<file path="config.mk">
export PLATFORM = sky130hd
export DESIGN_NAME = axi_lite_regbank_flat
export DESIGN_NICKNAME = d
export VERILOG_FILES = /design/src/rtl/axi_lite_regbank_pkg.sv /design/src/rtl/axi_lite_regbank_if.sv /design/src/rtl/axi_lite_regbank_rd_chan.sv /design/src/rtl/axi_lite_regbank.sv /design/src/flat_wrapper.sv
export SDC_FILE = /design/constraint.sdc
export NUM_CORES = 1
export LEC_CHECK = 0
export BUFFER_PORTS_ARGS = -buffer_cell sky130_fd_sc_hd__buf_2
export CAP_MARGIN = 20
export CELL_PAD_IN_SITES_DETAIL_PLACEMENT = 0
export CELL_PAD_IN_SITES_GLOBAL_PLACEMENT = 1
export CORE_AREA = 2 2 257 259
export DETAILED_ROUTE_END_ITERATION = 6
export DIE_AREA = 0 0 259 261
export PLACE_DENSITY_LB_ADDON = 0.3
export RECOVER_POWER = 50
export SLEW_MARGIN = 20
export SYNTH_ARGS = -nofsm -noshare
export SYNTH_HDL_FRONTEND = slang
export SYNTH_SLANG_ARGS = --single-unit
export TNS_END_PERCENT = 100
</file>
<file path="constraint.sdc">
create_clock -name ACLK -period 2.7 [get_ports ACLK]
set_clock_uncertainty 0.1 [all_clocks]
set_input_delay 0.54 -clock ACLK [delete_from_list [all_inputs] [get_ports ACLK]]
set_output_delay 0.54 -clock ACLK [all_outputs]
set_load 0.1 [all_outputs]
</file>
<file path="src/rtl/axi_lite_regbank_pkg.sv">
// Shared definitions for the AXI4-Lite register bank: response codes,
// channel state encodings and the byte-lane merge helper.
package axi_lite_pkg;

    localparam logic [1:0] RESP_OKAY   = 2'b00;
    localparam logic [1:0] RESP_SLVERR = 2'b10;
    localparam logic [1:0] RESP_DECERR = 2'b11;

    typedef enum logic [1:0] {
        WR_IDLE   = 2'd0,
        WR_COMMIT = 2'd1,
        WR_RESP   = 2'd2
    } wr_state_t;

    typedef enum logic {
        RD_IDLE = 1'b0,
        RD_DATA = 1'b1
    } rd_state_t;

    // Sized for the widest supported bus; narrower callers zero-extend
    function automatic logic [63:0] byte_merge(input logic [63:0] old,
                                               input logic [63:0] data,
                                               input logic [7:0]  strb);
        logic [63:0] res;
        res = old;
        for (int b = 0; b < 8; b++) begin
            if (strb[b]) begin
                res[b*8 +: 8] = data[b*8 +: 8];
            end else begin
                res[b*8 +: 8] = old[b*8 +: 8];
            end
        end
        return res;
    endfunction

endpackage

</file>
<file path="src/rtl/axi_lite_regbank_if.sv">
// AXI4-Lite bus bundle with master and slave views.
interface axi_lite_if #(
    parameter int ADDR_WIDTH = 32,
    parameter int DATA_WIDTH = 32
);
    logic [ADDR_WIDTH-1:0]   AWADDR;
    logic                    AWVALID;
    logic                    AWREADY;
    logic [DATA_WIDTH-1:0]   WDATA;
    logic [DATA_WIDTH/8-1:0] WSTRB;
    logic                    WVALID;
    logic                    WREADY;
    logic [1:0]              BRESP;
    logic                    BVALID;
    logic                    BREADY;
    logic [ADDR_WIDTH-1:0]   ARADDR;
    logic                    ARVALID;
    logic                    ARREADY;
    logic [DATA_WIDTH-1:0]   RDATA;
    logic [1:0]              RRESP;
    logic                    RVALID;
    logic                    RREADY;

    modport master (
        output AWADDR, AWVALID, WDATA, WSTRB, WVALID, BREADY, ARADDR, ARVALID, RREADY,
        input  AWREADY, WREADY, BRESP, BVALID, ARREADY, RDATA, RRESP, RVALID
    );

    modport slave (
        input  AWADDR, AWVALID, WDATA, WSTRB, WVALID, BREADY, ARADDR, ARVALID, RREADY,
        output AWREADY, WREADY, BRESP, BVALID, ARREADY, RDATA, RRESP, RVALID
    );
endinterface

</file>
<file path="src/rtl/axi_lite_regbank_rd_chan.sv">
// Read channel: address decode and registered RDATA/RRESP with a one-cycle
// turnaround; purely observes register contents and hardware status.
module axi_lite_rd_chan
    import axi_lite_pkg::*;
#(
    parameter int ADDR_WIDTH = 32,
    parameter int DATA_WIDTH = 32,
    parameter int NUM_REGS   = 8,
    parameter logic [NUM_REGS-1:0] RO_MASK = 8'b0010_0000
) (
    input  logic                           ACLK,
    input  logic                           ARESETN,
    input  logic [ADDR_WIDTH-1:0]          araddr,
    input  logic                           arvalid,
    output logic                           arready,
    output logic [DATA_WIDTH-1:0]          rdata,
    output logic [1:0]                     rresp,
    output logic                           rvalid,
    input  logic                           rready,
    input  logic [NUM_REGS*DATA_WIDTH-1:0] reg_out,
    input  logic [NUM_REGS*DATA_WIDTH-1:0] hw_status
);
    localparam int BL    = $clog2(DATA_WIDTH/8);
    localparam int IDX_W = (NUM_REGS > 1) ? $clog2(NUM_REGS) : 1;

    rd_state_t             state_r, state_s;
    logic                  arready_r, arready_s;
    logic                  rvalid_r, rvalid_s;
    logic [DATA_WIDTH-1:0] rdata_r, rdata_s;
    logic [1:0]            rresp_r, rresp_s;
    logic [IDX_W-1:0]      idx_s;
    logic                  hit_s;
    logic [DATA_WIDTH-1:0] rw_word_s, ro_word_s;

    // Address decode and word selection
    always_comb begin
        idx_s     = araddr[BL +: IDX_W];
        hit_s     = (araddr < ADDR_WIDTH'(NUM_REGS * (DATA_WIDTH/8)));
        rw_word_s = '0;
        ro_word_s = '0;
        for (int i = 0; i < NUM_REGS; i++) begin
            if (idx_s == IDX_W'(i)) begin
                rw_word_s = reg_out[i*DATA_WIDTH +: DATA_WIDTH];
                ro_word_s = hw_status[i*DATA_WIDTH +: DATA_WIDTH];
            end else begin
                rw_word_s = rw_word_s;
                ro_word_s = ro_word_s;
            end
        end
    end

    // Read FSM next state and response payload
    always_comb begin
        state_s = state_r;
        rvalid_s = rvalid_r;
        rdata_s  = rdata_r;
        rresp_s  = rresp_r;
        case (state_r)
            RD_IDLE: begin
                if (arready_r && arvalid) begin
                    rvalid_s = 1'b1;
                    state_s  = RD_DATA;
                    if (!hit_s) begin
                        rdata_s = '0;
                        rresp_s = RESP_DECERR;
                    end else if (RO_MASK[idx_s]) begin
                        rdata_s = ro_word_s;
                        rresp_s = RESP_OKAY;
                    end else begin
                        rdata_s = rw_word_s;
                        rresp_s = RESP_OKAY;
                    end
                end else begin
                    state_s = RD_IDLE;
                end
            end
            RD_DATA: begin
                if (rready) begin
                    rvalid_s = 1'b0;
                    state_s  = RD_IDLE;
                end else begin
                    state_s = RD_DATA;
                end
            end
            default: begin
                rvalid_s = 1'b0;
                state_s  = RD_IDLE;
            end
        endcase
        arready_s = (state_s == RD_IDLE);
    end

    // Read channel registers
    always_ff @(posedge ACLK or negedge ARESETN) begin
        if (!ARESETN) begin
            state_r   <= RD_IDLE;
            arready_r <= 1'b0;
            rvalid_r  <= 1'b0;
            rdata_r   <= '0;
            rresp_r   <= 2'b00;
        end else begin
            state_r   <= state_s;
            arready_r <= arready_s;
            rvalid_r  <= rvalid_s;
            rdata_r   <= rdata_s;
            rresp_r   <= rresp_s;
        end
    end

    assign arready = arready_r;
    assign rvalid  = rvalid_r;
    assign rdata   = rdata_r;
    assign rresp   = rresp_r;

endmodule

</file>
<file path="src/rtl/axi_lite_regbank.sv">
// AXI4-Lite register bank: independent AW/W capture, byte-strobed commit,
// read-only status slots and a start strobe from register 0 bit 0.
module axi_lite_regbank
    import axi_lite_pkg::*;
#(
    parameter int ADDR_WIDTH = 32,
    parameter int DATA_WIDTH = 32,
    parameter int NUM_REGS   = 8,
    parameter logic [NUM_REGS-1:0] RO_MASK = 8'b0010_0000,
    parameter logic [NUM_REGS*DATA_WIDTH-1:0] RESET_VALUES = {NUM_REGS*DATA_WIDTH{1'b0}}
) (
    input  logic                           ACLK,
    input  logic                           ARESETN,
    axi_lite_if.slave                      axi,
    output logic [NUM_REGS*DATA_WIDTH-1:0] reg_out,
    input  logic [NUM_REGS*DATA_WIDTH-1:0] hw_status,
    output logic                           start_pulse
);
    localparam int STRB_W = DATA_WIDTH/8;
    localparam int BL     = $clog2(STRB_W);
    localparam int IDX_W  = (NUM_REGS > 1) ? $clog2(NUM_REGS) : 1;

    wr_state_t             state_r, state_s;
    logic                  aw_held_r, aw_held_s, w_held_r, w_held_s;
    logic                  awready_r, awready_s, wready_r, wready_s;
    logic                  bvalid_r, bvalid_s, start_r, start_s, wr_en_s;
    logic [1:0]            bresp_r, bresp_s;
    logic [ADDR_WIDTH-1:0] awaddr_r, awaddr_s;
    logic [DATA_WIDTH-1:0] wdata_r, wdata_s;
    logic [STRB_W-1:0]     wstrb_r, wstrb_s;
    logic [DATA_WIDTH-1:0] regs_r [NUM_REGS];
    logic [IDX_W-1:0]      idx_s;
    logic                  hit_s;
    logic [63:0]           old64_s, data64_s, merged64_s;
    logic [7:0]            strb64_s;
    logic [DATA_WIDTH-1:0] merged_s;
    logic                  unused_merge_s;

    // Decode of the held address and byte-lane merge against the target word
    always_comb begin
        idx_s    = awaddr_r[BL +: IDX_W];
        hit_s    = (awaddr_r < ADDR_WIDTH'(NUM_REGS * STRB_W));
        old64_s  = '0;
        data64_s = '0;
        strb64_s = '0;
        old64_s[DATA_WIDTH-1:0]  = regs_r[idx_s];
        data64_s[DATA_WIDTH-1:0] = wdata_r;
        strb64_s[STRB_W-1:0]     = wstrb_r;
        merged64_s     = byte_merge(old64_s, data64_s, strb64_s);
        merged_s       = merged64_s[DATA_WIDTH-1:0];
        unused_merge_s = ^merged64_s;
    end

    // Write FSM next state, held payload and response
    always_comb begin
        state_s   = state_r;
        aw_held_s = aw_held_r;
        w_held_s  = w_held_r;
        awaddr_s  = awaddr_r;
        wdata_s   = wdata_r;
        wstrb_s   = wstrb_r;
        bresp_s   = bresp_r;
        bvalid_s  = bvalid_r;
        start_s   = 1'b0;
        wr_en_s   = 1'b0;
        case (state_r)
            WR_IDLE: begin
                if (awready_r && axi.AWVALID) begin
                    aw_held_s = 1'b1;
                    awaddr_s  = axi.AWADDR;
                end else begin
                    aw_held_s = aw_held_r;
                end
                if (wready_r && axi.WVALID) begin
                    w_held_s = 1'b1;
                    wdata_s  = axi.WDATA;
                    wstrb_s  = axi.WSTRB;
                end else begin
                    w_held_s = w_held_r;
                end
                if (aw_held_s && w_held_s) begin
                    state_s = WR_COMMIT;
                end else begin
                    state_s = WR_IDLE;
                end
            end
            WR_COMMIT: begin
                if (!hit_s) begin
                    bresp_s = RESP_DECERR;
                end else if (RO_MASK[idx_s]) begin
                    bresp_s = RESP_SLVERR;
                end else begin
                    bresp_s = RESP_OKAY;
                    wr_en_s = 1'b1;
                    start_s = (idx_s == IDX_W'(0)) && wstrb_r[0] && wdata_r[0];
                end
                bvalid_s = 1'b1;
                state_s  = WR_RESP;
            end
            WR_RESP: begin
                if (axi.BREADY) begin
                    bvalid_s  = 1'b0;
                    aw_held_s = 1'b0;
                    w_held_s  = 1'b0;
                    state_s   = WR_IDLE;
                end else begin
                    state_s = WR_RESP;
                end
            end
            default: begin
                bvalid_s  = 1'b0;
                aw_held_s = 1'b0;
                w_held_s  = 1'b0;
                state_s   = WR_IDLE;
            end
        endcase
        awready_s = (state_s == WR_IDLE) && !aw_held_s;
        wready_s  = (state_s == WR_IDLE) && !w_held_s;
    end

    // Write channel registers
    always_ff @(posedge ACLK or negedge ARESETN) begin
        if (!ARESETN) begin
            state_r   <= WR_IDLE;
            aw_held_r <= 1'b0;
            w_held_r  <= 1'b0;
            awready_r <= 1'b0;
            wready_r  <= 1'b0;
            awaddr_r  <= '0;
            wdata_r   <= '0;
            wstrb_r   <= '0;
            bresp_r   <= 2'b00;
            bvalid_r  <= 1'b0;
            start_r   <= 1'b0;
        end else begin
            state_r   <= state_s;
            aw_held_r <= aw_held_s;
            w_held_r  <= w_held_s;
            awready_r <= awready_s;
            wready_r  <= wready_s;
            awaddr_r  <= awaddr_s;
            wdata_r   <= wdata_s;
            wstrb_r   <= wstrb_s;
            bresp_r   <= bresp_s;
            bvalid_r  <= bvalid_s;
            start_r   <= start_s;
        end
    end

    // Register array; register 0 bit 0 is a strobe and never stored
    always_ff @(posedge ACLK or negedge ARESETN) begin
        if (!ARESETN) begin
            for (int i = 0; i < NUM_REGS; i++) begin
                regs_r[i] <= RESET_VALUES[i*DATA_WIDTH +: DATA_WIDTH];
            end
        end else begin
            for (int i = 0; i < NUM_REGS; i++) begin
                if (wr_en_s && (idx_s == IDX_W'(i))) begin
                    regs_r[i] <= (i == 0) ? {merged_s[DATA_WIDTH-1:1], 1'b0} : merged_s;
                end else begin
                    regs_r[i] <= regs_r[i];
                end
            end
        end
    end

    // Export register image; RO slots are owned by hardware and read 0 here
    always_comb begin
        reg_out = '0;
        for (int i = 0; i < NUM_REGS; i++) begin
            if (RO_MASK[i]) begin
                reg_out[i*DATA_WIDTH +: DATA_WIDTH] = '0;
            end else begin
                reg_out[i*DATA_WIDTH +: DATA_WIDTH] = regs_r[i];
            end
        end
        reg_out[0] = 1'b0;
    end

    assign axi.AWREADY = awready_r;
    assign axi.WREADY  = wready_r;
    assign axi.BVALID  = bvalid_r;
    assign axi.BRESP   = bresp_r;
    assign start_pulse = start_r;

    axi_lite_rd_chan #(
        .ADDR_WIDTH (ADDR_WIDTH),
        .DATA_WIDTH (DATA_WIDTH),
        .NUM_REGS   (NUM_REGS),
        .RO_MASK    (RO_MASK)
    ) u_rd_chan (
        .ACLK      (ACLK),
        .ARESETN   (ARESETN),
        .araddr    (axi.ARADDR),
        .arvalid   (axi.ARVALID),
        .arready   (axi.ARREADY),
        .rdata     (axi.RDATA),
        .rresp     (axi.RRESP),
        .rvalid    (axi.RVALID),
        .rready    (axi.RREADY),
        .reg_out   (reg_out),
        .hw_status (hw_status)
    );

endmodule

</file>
<file path="src/flat_wrapper.sv">
// flat-port wrapper written by rule: the top's interface ports become plain ports
module axi_lite_regbank_flat import axi_lite_pkg::*;
#(
    parameter int ADDR_WIDTH = 32,
    parameter int DATA_WIDTH = 32,
    parameter int NUM_REGS   = 8,
    parameter logic [NUM_REGS-1:0] RO_MASK = 8'b0010_0000,
    parameter logic [NUM_REGS*DATA_WIDTH-1:0] RESET_VALUES = {NUM_REGS*DATA_WIDTH{1'b0}}
)
  (ACLK, ARESETN, reg_out, hw_status, start_pulse, axi_AWADDR, axi_AWVALID, axi_WDATA, axi_WSTRB, axi_WVALID, axi_BREADY, axi_ARADDR, axi_ARVALID, axi_RREADY, axi_AWREADY, axi_WREADY, axi_BRESP, axi_BVALID, axi_ARREADY, axi_RDATA, axi_RRESP, axi_RVALID);
  axi_lite_if #(.ADDR_WIDTH(ADDR_WIDTH), .DATA_WIDTH(DATA_WIDTH)) axi_i ();
  input  logic ACLK;
  input  logic ARESETN;
  output logic [NUM_REGS*DATA_WIDTH-1:0] reg_out;
  input  logic [NUM_REGS*DATA_WIDTH-1:0] hw_status;
  output logic start_pulse;
  input wire logic [$bits(axi_i.AWADDR)-1:0] axi_AWADDR;
  input wire logic [$bits(axi_i.AWVALID)-1:0] axi_AWVALID;
  input wire logic [$bits(axi_i.WDATA)-1:0] axi_WDATA;
  input wire logic [$bits(axi_i.WSTRB)-1:0] axi_WSTRB;
  input wire logic [$bits(axi_i.WVALID)-1:0] axi_WVALID;
  input wire logic [$bits(axi_i.BREADY)-1:0] axi_BREADY;
  input wire logic [$bits(axi_i.ARADDR)-1:0] axi_ARADDR;
  input wire logic [$bits(axi_i.ARVALID)-1:0] axi_ARVALID;
  input wire logic [$bits(axi_i.RREADY)-1:0] axi_RREADY;
  output wire logic [$bits(axi_i.AWREADY)-1:0] axi_AWREADY;
  output wire logic [$bits(axi_i.WREADY)-1:0] axi_WREADY;
  output wire logic [$bits(axi_i.BRESP)-1:0] axi_BRESP;
  output wire logic [$bits(axi_i.BVALID)-1:0] axi_BVALID;
  output wire logic [$bits(axi_i.ARREADY)-1:0] axi_ARREADY;
  output wire logic [$bits(axi_i.RDATA)-1:0] axi_RDATA;
  output wire logic [$bits(axi_i.RRESP)-1:0] axi_RRESP;
  output wire logic [$bits(axi_i.RVALID)-1:0] axi_RVALID;
  assign axi_i.AWADDR = axi_AWADDR;
  assign axi_i.AWVALID = axi_AWVALID;
  assign axi_i.WDATA = axi_WDATA;
  assign axi_i.WSTRB = axi_WSTRB;
  assign axi_i.WVALID = axi_WVALID;
  assign axi_i.BREADY = axi_BREADY;
  assign axi_i.ARADDR = axi_ARADDR;
  assign axi_i.ARVALID = axi_ARVALID;
  assign axi_i.RREADY = axi_RREADY;
  assign axi_AWREADY = axi_i.AWREADY;
  assign axi_WREADY = axi_i.WREADY;
  assign axi_BRESP = axi_i.BRESP;
  assign axi_BVALID = axi_i.BVALID;
  assign axi_ARREADY = axi_i.ARREADY;
  assign axi_RDATA = axi_i.RDATA;
  assign axi_RRESP = axi_i.RRESP;
  assign axi_RVALID = axi_i.RVALID;
  axi_lite_regbank #(.ADDR_WIDTH(ADDR_WIDTH), .DATA_WIDTH(DATA_WIDTH), .NUM_REGS(NUM_REGS), .RO_MASK(RO_MASK), .RESET_VALUES(RESET_VALUES)) u_core (.ACLK(ACLK), .ARESETN(ARESETN), .axi(axi_i), .reg_out(reg_out), .hw_status(hw_status), .start_pulse(start_pulse));
endmodule
</file>
==> run metrics, run 1 <==
run status=finished, final reports clean; initial antenna violation count=3; Worst Tran Pin Value=1.46 ns; Hold Path Class=primary input to flip-flop; Core Region=65000 sq um; first-pass GRT wire length=105000 um; min cycle time layout=between 2 and 2.5 ns; Post CTS Setup Buffer Count=0; CP Class=flip-flop to flip-flop; P_sw=8.38 mW; Final #Nets=2438; critical path required time=between 3 and 4 ns; most frequent cell after synthesis=dfrtp_1; Power Total=20.9 mW; number of synthesized flops with an enable pin=0; Combinational Power Share=36.2%; CTS tree=done; total gr overflow=0; global placer's final weighted congestion=0.844; htree depth=2; Lkg Pwr=11.3 nW; area grow syn2layout=16.2%; via count=14800; Seq cells post-synth=367; fmax=406 MHz; worst path cell trace=nor3_1, clkbuf_2, mux2_2; Post-DP Area=approximately 21000 sq um; DR iter-0 viols=1083; Synth Warn #=0; num ports=661; CP peak stage delay=1.08 ns; Overall Global Routing Usage=21.0%; DRT antenna net count=0; clock latency on the worst-skew pair=0.58 ns; Final Hold Fails=0; most frequent cells after synthesis=dfrtp_1, buf_4, nand2_1; Sink Count=between 300 and 400; std cell rows=94; Layout Utilization=roughly a third; Starting Density=30.3%; Net Sw Frac=about two fifths; placed instance count=2891; vias in the first global route=14900; # Max-Cap Violations=0; layout cells sized above 1=between 30% and 40%; Crit path max-delay family=buffers and inverters; Bufs and invs on worst path=1; Primary FF master, synth=dfrtp_1; dpl hpwl=52300 um; RSZ-0062 raised after global routing=false; worst-path fanout max=41; Die ar.=67600 sq um; leading area contributor after synthesis=dfrtp_1; Vert. Die Dim=261 um; Die W=259 um; share of the synthesized area in the top cell type=46.6%; Pint=around 13 mW; DRT Pass-1 Iters=7; Critical Path AT=2.80 ns; Wirelength per Cell=between 20 and 25 um; Port Buffers=399; Sequential Power Share=between 30 and 40%; slowest stage cell, crit path=clkbuf_2; synthesized area=19700 sq um; Reg clk slew, reported paths=0.06 ns; VDD IR max=~0.55 mV; Post-Route WL=72300 um; Via-to-Cell Ratio=between 4 and 5; synth unique cells=51; Clock Tree Buf Depth=3; setup TNS=0 ns; CTS buffer count=45; largest net degree at the start of global routing=70; Seq/Total Area, Yosys=a little under half; crit start category=flip-flop; count of final setup violators=0; pwr dens=912 nW/um^2; fin cells=2973; Post-synth ARST share=100%; part of the cycle the worst path needs=between 90% and 100%; Synth Instances=1906; DRC Markers=0; Synth area leaders=dfrtp_1, buf_4, mux2i_1; Clk pwr share=30.3%; Max-slew headroom=2.65%; CP Capture Type=flip-flop; Slew Limit Fails=0; clk root buf=clkbuf_16; post-route design area=22900 sq um; syn avg cell area=10.3 sq um
==> cell families after synthesis <==
kind of cell / after synthesis / share of synthesized area, %
buf+inv: 494 / 14.7
flops: 367 / 46.6
compound gates: 443 / 14.5
mux: 248 / 15.9
simple gates: 353 / 8.24
other cells: 1 / 0.0190
==> layer usage <==
layer	GRT usage, %	vias to the layer above	share of wire, %
li1	-	6751	-
met1	30.3	7412	47
met2	31.1	542	43
met3	5.02	108	7.2
met4	6.65	0	2.8
met5	0	-	0
==> final timing paths <==
kind                                               startpoint                        endpoint  slack (ns)  depth (start not counted)
worst max-delay path              u_core.state_r[0]$_DFF_PN0_  u_core.wdata_r[26]$_DFFE_PN0P_        0.24                          3
worst min-delay path                             axi_WSTRB[0]   u_core.wstrb_r[0]$_DFFE_PN0P_        0.06                          3
worst max register to register    u_core.state_r[0]$_DFF_PN0_  u_core.wdata_r[26]$_DFFE_PN0P_        0.24                          3
worst min register to register  u_core.regs_r[84]$_DFFE_PN0P_   u_core.regs_r[84]$_DFFE_PN0P_        0.27                          0
max in group asynchronous                             ARESETN   u_core.regs_r[67]$_DFFE_PN0P_        0.43                          3
min in group asynchronous                             ARESETN  u_core.wdata_r[13]$_DFFE_PN0P_        0.64                          2
==> what timing repair did <==
item / CTS / global route
setup endpoints to repair: 0 / 31
hold buffers: 1 / 0
resized for setup: 0 / 3
hold endpoints to repair: 58 / 0
==> registers in the layout, indices dropped and copies added, names as in the netlist, 2 cells and up <==
register,count
u_core.wdata_r,32
u_core.u_rd_chan.rdata,32
u_core.regs_r,32
u_core.state_r,2
u_core.wstrb_r,4
u_core.axi.BRESP,2
u_core.reg_out,223
u_core.awaddr_r,30
==> worst min-delay path: stages <==
cell	delay (ns)
buf_2	0.08
nand2_1	0.04
o21ai_0	0.06
==> cell type report <==
cell class,instances,area [sq um]
Antenna cell,1,2.50
Clock buffer,62,1270
Clock inverter,18,254
Fill cell,6607,42100
Inverter,86,323
Multi-Input combinational cell,1077,7830
Sequential cell,367,9190
Tap cell,864,1080
Timing Repair Buffer,498,2950
==> cell usage in the layout (no fill, tap or decap), types with 23 or more instances in the layout <==
cell type  netlist  routed
clkbuf_16        0      45
a21oi_1         57      57
o22ai_1         27      27
o21ai_1         28      27
nor2b_1         25      25
buf_2           38     395
mux4_2          46      46
buf_4          263      68
conb_1           1      33
mux2_2          67      67
dfrtp_1        367     365
nand2_1        175     174
mux2i_1        135     135
o2bb2ai_1       24      24
nor2_1          76      76
inv_1           84      84
o21ai_0        158     159
a211oi_1        23      23
a32o_1          27      27
==> metrics by stage <==
step / setup WS [ns] / hold slack, ns
after floorplan: 0.242 / 0.144
after global placement: 0.127 / 0.260
after detailed placement: 0.0852 / 0.264
after CTS: 0.0704 / 0.0329
after global routing: 0.0694 / 0.0528
final: 0.237 / 0.0643
==> power by group through the flow <==
stage | Combinational, mW | Clock [mW] | Sequential, mW
final | 7.56 | 6.32 | 7.01
after global placement | 7.54 | 0 | 7.07
after CTS | 7.63 | 6.48 | 7.01
after floorplan | 5.38 | 0 | 6.98
after global routing | 8.04 | 6.69 | 7.12
after detailed placement | 7.60 | 0 | 7.11
Power figures use the tool's default switching activity.
==> run 2, diff against run 1 <==
--- a/config.mk
+++ b/config.mk
@@ -5,13 +5,14 @@
 export SDC_FILE = /design/constraint.sdc
 export NUM_CORES = 1
 export LEC_CHECK = 0
+export ABC_AREA = 1
 export BUFFER_PORTS_ARGS = -buffer_cell sky130_fd_sc_hd__buf_2
 export CAP_MARGIN = 20
 export CELL_PAD_IN_SITES_DETAIL_PLACEMENT = 0
 export CELL_PAD_IN_SITES_GLOBAL_PLACEMENT = 1
-export CORE_AREA = 2 2 257 259
+export CORE_AREA = 2 2 256 258
 export DETAILED_ROUTE_END_ITERATION = 6
-export DIE_AREA = 0 0 259 261
+export DIE_AREA = 0 0 258 260
 export PLACE_DENSITY_LB_ADDON = 0.3
 export RECOVER_POWER = 50
 export SLEW_MARGIN = 20
==> run metrics, run 2 <==
setup TNS=0 ns (unchanged); max reg flops=223 (unchanged); Synth Instances=2733 (was 1906); GRT busiest layer=met2 (unchanged); CTS buffer count=45 (unchanged); fmax=406 MHz (about the same); Max-slew headroom=0.947% (was 2.65%); RSZ-0062 raised after global routing=false (unchanged); vias in the first global route=18000 (was 14900); Port Buffers=399 (unchanged); num ports=661 (unchanged); DRT antenna net count=0 (unchanged); layout cells sized above 1=21.7% (was 33.2%); worst-path fanout max=18 (was 41); DR iter-0 viols=1854 (was 1083); syn avg cell area=7.43 sq um (was 10.3 sq um); clock latency on the worst-skew pair=0.59 ns (was 0.58 ns); number of synthesized flops with an enable pin=0 (unchanged); Post-synth ARST share=100% (unchanged); Core Region=64100 sq um (was 65000 sq um); VDD IR max=0.865 mV (was 0.549 mV); Hold Path Class=primary input to flip-flop (unchanged); first-pass GRT wire length=125000 um (was 105000 um); slowest stage cell, crit path=dfrtp_1 (was clkbuf_2); synthesized area=20300 sq um (was 19700 sq um); Wirelength per Cell=23.4 um (was 24.3 um); Lkg Pwr=12.6 nW (was 11.3 nW); Final Hold Fails=0 (unchanged); DRC Markers=0 (unchanged); Overall Global Routing Usage=25.7% (was 21.0%); htree depth=2 (unchanged); Layout Utilization=36.4% (was 35.2%); Vert. Die Dim=260 um (was 261 um); Critical Path AT=2.88 ns (was 2.80 ns); commonest cells after routing, fill and taps aside=nand2_1, buf_2, dfrtp_1 (was buf_2, dfrtp_1, nand2_1); Hold Path Sink=u_core.u_rd_chan.rvalid$_DFFE_PN0P_ (was u_core.wstrb_r[0]$_DFFE_PN0P_); largest net degree at the start of global routing=77 (was 70); Hold Path Stages=2 (was 3); CTS tree=done (unchanged); total gr overflow=0 (unchanged); met2 Track Usage GR=39.6% (was 31.1%); Die ar.=67100 sq um (was 67600 sq um); worst path cell trace=inv_2, nor2_4, buf_4, inv_1, nor2_4, buf_4, nand2_1, nand2_1 (was nor3_1, clkbuf_2, mux2_2); commonest non-fill, non-tap cell in the layout=nand2_1 (was buf_2); Primary FF master, synth=dfrtp_1 (unchanged); CP Capture Type=flip-flop (unchanged); Die W=258 um (was 259 um); grt met3 use=8.32% (was 5.02%); Worst Tran Pin Value=1.49 ns (was 1.46 ns); crit start category=flip-flop (unchanged); Reg2Reg Depth=8 (was 3); Via-to-Cell Ratio=4.94 (was 4.98); run status=finished, final reports clean (unchanged); Clock Tree Buf Depth=3 (unchanged); dpl hpwl=59800 um (was 52300 um); synth unique cells=28 (was 51); most frequent cells after synthesis=nand2_1, dfrtp_1, buf_4 (was dfrtp_1, buf_4, nand2_1); count of final setup violators=0 (unchanged); Final #Nets=3232 (was 2438); # Max-Cap Violations=0 (unchanged); hold_sp=axi_RREADY (was axi_WSTRB[0]); clk root buf=clkbuf_16 (unchanged); Slew Limit Fails=0 (unchanged); via count=18600 (was 14800); M1 GR Usage=34.4% (was 30.3%); Reg2Reg Capture Point=u_core.reg_out[79]$_DFFE_PN0P_ (was u_core.wdata_r[26]$_DFFE_PN0P_); Post-Route WL=87800 um (was 72300 um); share of the synthesized area in the top cell type=45.2% (was 46.6%); std cell rows=93 (was 94); most frequent cell after synthesis=nand2_1 (was dfrtp_1); leading area contributor after synthesis=dfrtp_1 (unchanged); Sink Count=367 (unchanged); pwr dens=776 nW/um^2 (was 912 nW/um^2); Seq/Total Area, Yosys=45.2% (was 46.6%); Seq cells post-synth=367 (unchanged); CP peak stage delay=0.61 ns (was 1.08 ns); part of the cycle the worst path needs=91.2% (about the same); fill count=6773 (was 6607); area grow syn2layout=14.8% (was 16.2%); r2r setup slk=0.24 ns (about the same); Synth area leaders=dfrtp_1, nand2_1, buf_4 (was dfrtp_1, buf_4, mux2i_1); min cycle time layout=2.46 ns (about the same); Synth Warn #=0 (unchanged); DRT Pass-1 Iters=5 (was 7); initial antenna violation count=3 (unchanged); CP Class=flip-flop to flip-flop (unchanged); RR Startpoint=u_core.awaddr_r[3]$_DFFE_PN0P_ (was u_core.state_r[0]$_DFF_PN0_); Starting Density=31.7% (was 30.3%); Reg clk slew, reported paths=0.06 ns (about the same); global placer's final weighted congestion=0.877 (was 0.844); critical path required time=3.11 ns (was 3.04 ns)
-- run 2: timing repair --
action / CTS / global route
gates resized for setup: 0 / 2
setup buffers: 0 / 0
endpoints found under the setup margin: 0 / 7
hold buffers: 1 / 0
endpoints found under the hold margin: 40 / 0
-- run 2: kinds of logic (layout without fill, tap and decap cells) --
logic type      Yosys count  count (layout)  synth area share (%)
compound gates          121             121                  3.10
buf+inv                 530             668                  15.2
flops                   367             367                  45.2
mux                      47              47                  2.61
other cells               1              34                0.0185
simple gates           1667            1667                  33.8
-- run 2: per-layer routing --
layer / wire length [um] / up-vias
li1: - / 8582
met1: 36900 / 8909
met2: 38900 / 932
met3: 9630 / 152
met4: 2360 / 6
met5: 43 / -
-- run 2: power breakdown --
group,leakage (nW),internal [mW],switching (mW)
Combinational,6.93,1.33,4.08
Sequential,4.93,6.08,0.372
Clock,0.733,3.71,2.54
Total,12.6,11.1,6.99
-- run 2: layout make-up --
cell class / count / area [sq um] / area share, %
inverter: 99 / 374 / 1.60
sequential: 367 / 9190 / 39.4
clock inverter: 15 / 168 / 0.719
clock buffer: 66 / 1340 / 5.72
tap: 855 / 1070 / 4.59
timing repair buffer: 488 / 2940 / 12.6
multi-input combinational: 1868 / 8240 / 35.3
antenna: 1 / 2.50 / 0.0107
-- run 2: critical path, delay by kind of cell (launching register included) --
kind	cells	cell delay (ns)
and+or+nand+nor	4	0.60
DFF	1	0.61
buffers and inverters	4	1.06
-- run 2: worst max-delay path by stage --
stage                                  startpoint                                endpoint  slack [ns]  cells past startpoint
6_report           u_core.awaddr_r[3]$_DFFE_PN0P_          u_core.reg_out[79]$_DFFE_PN0P_        0.24                      8
5_1_grt                                   ARESETN          u_core.wdata_r[29]$_DFFE_PN0P_        0.04                      4
4_1_cts            u_core.awaddr_r[3]$_DFFE_PN0P_         u_core.reg_out[242]$_DFFE_PN0P_        0.14                      6
3_5_place_dp       u_core.awaddr_r[3]$_DFFE_PN0P_         u_core.reg_out[247]$_DFFE_PN0P_        0.16                      6
3_3_place_gp       u_core.awaddr_r[3]$_DFFE_PN0P_         u_core.reg_out[222]$_DFFE_PN0P_        0.15                      8
2_1_floorplan  u_core.u_rd_chan.arready$_DFF_PN0_  u_core.u_rd_chan.rdata[21]$_DFFE_PN0P_        0.61                      7
-- run 2: per-stage QoR --
step | area, sq um | power, mW | setup slack, ns | std cells | hold WS [ns]
after global routing | 23300 | 18.9 | 0.0413 | 3758 | 0.0289
after floorplan | 20400 | 9.70 | 0.611 | 2765 | 0.144
after CTS | 23500 | 18.3 | 0.138 | 3758 | 0.0166
final | 23300 | 18.1 | 0.237 | 3759 | 0.0475
after detailed placement | 21900 | 12.0 | 0.162 | 3676 | 0.266
after global placement | 21900 | 11.9 | 0.150 | 3676 | 0.265
==> run 3, diff against run 2 <==
--- a/config.mk
+++ b/config.mk
@@ -13,6 +13,7 @@
 export CORE_AREA = 2 2 256 258
 export DETAILED_ROUTE_END_ITERATION = 6
 export DIE_AREA = 0 0 258 260
+export MAX_ROUTING_LAYER = met4
 export PLACE_DENSITY_LB_ADDON = 0.3
 export RECOVER_POWER = 50
 export SLEW_MARGIN = 20
==> run metrics, run 3 (synthesis gave the netlist of run 2 again) <==
Min Hold Slack=0.0596 ns (was 0.0475 ns); Reg2Reg Capture Point=u_core.reg_out[94]$_DFFE_PN0P_ (was u_core.reg_out[79]$_DFFE_PN0P_); # Max-Cap Violations=1 (was 0); first-pass GRT wire length=126000 um (was 125000 um); slowest stage cell, crit path=inv_2 (was dfrtp_1); largest net degree at the start of global routing=69 (was 77); Worst setup endpoint=u_core.reg_out[94]$_DFFE_PN0P_ (was u_core.reg_out[79]$_DFFE_PN0P_); total gr overflow=0 (unchanged); CP dominant cell by count=nand2_1; clock latency on the worst-skew pair=0.58 ns (was 0.59 ns); r2r setup slk=0.20 ns (was 0.24 ns); Vert. Die Dim=260 um (unchanged); Die W=258 um (unchanged); critical path required time=3.13 ns (was 3.11 ns); Bufs and invs on worst path=1 (was 4); Overall Global Routing Usage=26.5% (was 25.7%); via count=18700 (was 18600); Register Area=9190 sq um (unchanged); global placer's final weighted congestion=0.879 (was 0.877); VDD IR max=0.592 mV (was 0.865 mV); DRT Pass-1 Iters=5 (unchanged); worst path cell trace=nand2_2, inv_2, nand2_1, nand4_1, nand3_1, nand2_1, nand2_1, nand2_1 (was inv_2, nor2_4, buf_4, inv_1, nor2_4, buf_4, nand2_1, nand2_1); number of cells on the critical path=8 (unchanged); Sink Count=367 (unchanged); vias in the first global route=18100 (was 18000); layout cells sized above 1=22.3% (was 21.7%); Crit path max-delay family=simple AND/OR/NAND/NOR gates (was buffers and inverters); setup TNS=0 ns (unchanged); initial antenna violation count=5 (was 3); Via-to-Cell Ratio=4.95 (was 4.94); Post-Route WL=87800 um (about the same); CP Class=flip-flop to flip-flop (unchanged); Final #Nets=3244 (was 3232); pwr dens=799 nW/um^2 (was 776 nW/um^2); commonest non-fill, non-tap cell in the layout=nand2_1 (unchanged); run status=finished with violations (was finished, final reports clean); failing checks=capacitance limit, slew limit; fmax=400 MHz (was 406 MHz); crit path launch=u_core.awaddr_r[3]$_DFFE_PN0P_ (unchanged); Max-slew headroom=-19.6% (was 0.947%); Reg clk slew, reported paths=0.07 ns (was 0.06 ns); DR iter-0 viols=1631 (was 1854); RSZ-0062 raised after global routing=false (unchanged); htree depth=2 (unchanged); Hold Path Class=primary input to flip-flop (unchanged); crit start category=flip-flop (unchanged); Final Hold Fails=0 (unchanged); Worst Tran Pin Value=1.79 ns (was 1.49 ns); multi-input logic area=8250 sq um (was 8240 sq um); fill count=6820 (was 6773); clk root buf=clkbuf_16 (unchanged); CTS buffer count=46 (was 45); Clock Tree Buf Depth=3 (unchanged); Port Buffers=399 (unchanged); worst-path fanout max=37 (was 18); Slew Limit Fails=60 (was 0); DRT antenna net count=0 (unchanged); max reg flops=223 (unchanged); Critical Path AT=2.93 ns (was 2.88 ns); dpl hpwl=60500 um (was 59800 um); CP peak stage delay=0.81 ns (was 0.61 ns); CTS tree=done (unchanged); std cell rows=93 (unchanged); min cycle time layout=2.50 ns (was 2.46 ns); DRC Markers=0 (unchanged); Die ar.=67100 sq um (unchanged); area grow syn2layout=16.0% (was 14.8%); Lkg Pwr=12.7 nW (was 12.6 nW); Reg2Reg Depth=8 (unchanged); RR Startpoint=u_core.awaddr_r[3]$_DFFE_PN0P_ (unchanged); part of the cycle the worst path needs=92.7% (was 91.2%); Core Region=64100 sq um (unchanged); num ports=661 (unchanged); count of final setup violators=0 (unchanged); Wirelength per Cell=23.2 um (was 23.4 um); Starting Density=31.7% (unchanged); commonest cells after routing, fill and taps aside=nand2_1, dfrtp_1, buf_2 (was nand2_1, buf_2, dfrtp_1); CP Capture Type=flip-flop (unchanged)
-- run 3: area by class of cell --
| type | instances | area share [%] |
|---|---|---|
| clock inverters | 17 | 1.35 |
| repair buffers | 499 | 12.6 |
| inverters | 99 | 1.59 |
| diodes | 4 | 0.0425 |
| multi-input cells | 1868 | 35.0 |
| well taps | 855 | 4.54 |
| flip-flops and latches | 367 | 39.0 |
| clock buffers | 66 | 5.90 |
-- run 3: stage by stage --
| step | setup slack (ns) | instance area (sq um) | std cells | total power [mW] | util (%) |
|---|---|---|---|---|---|
| floorplan | 0.611 | 20400 | 2765 | 9.70 | - |
| global placement | 0.223 | 21900 | 3687 | 11.9 | 34.2 |
| detailed placement | 0.213 | 21900 | 3687 | 12.0 | 34.2 |
| CTS | 0.183 | 23600 | 3771 | 19.0 | 36.9 |
| global route | 0.0622 | 23600 | 3775 | 19.6 | 36.8 |
| finish | 0.198 | 23600 | 3775 | 18.8 | 36.8 |
-- run 3: timing repair --
action                                 CTS  global route
buffers inserted                         0             0
gates resized for setup                  0             0
hold buffers                             1             0
endpoints found under the hold margin   52             0
-- run 3: how the worst min path moves through the flow --
stage | from | endpoint | slack (ns) | cells past startpoint
floorplan | ARESETN | u_core.aw_held_r$_DFF_PN0_ | 0.14 | 0
global placement | u_core.regs_r[72]$_DFFE_PN0P_ | u_core.regs_r[72]$_DFFE_PN0P_ | 0.26 | 0
detailed placement | u_core.regs_r[65]$_DFFE_PN0P_ | u_core.regs_r[65]$_DFFE_PN0P_ | 0.27 | 0
CTS | axi_RREADY | u_core.u_rd_chan.rvalid$_DFFE_PN0P_ | 0.02 | 2
global route | axi_RREADY | u_core.u_rd_chan.rvalid$_DFFE_PN0P_ | 0.04 | 2
finish | axi_RREADY | u_core.u_rd_chan.rvalid$_DFFE_PN0P_ | 0.06 | 2
-- run 3: report_power, final --
group	internal, mW	switching, mW
registers	6.08	0.373
logic	1.33	4.07
clock network	4.42	2.56
total	11.8	7.00
-- run 3: routing by layer --
metal	routed length, um	vias to the layer above	part of all wire, %	global-route usage, %
met5	0	-	0	-
met4	1730	0	2.0	5.94
met3	8430	119	9.6	7.24
met2	39900	894	45	41.3
met1	37700	9027	43	34.3
li1	-	8651	-	-
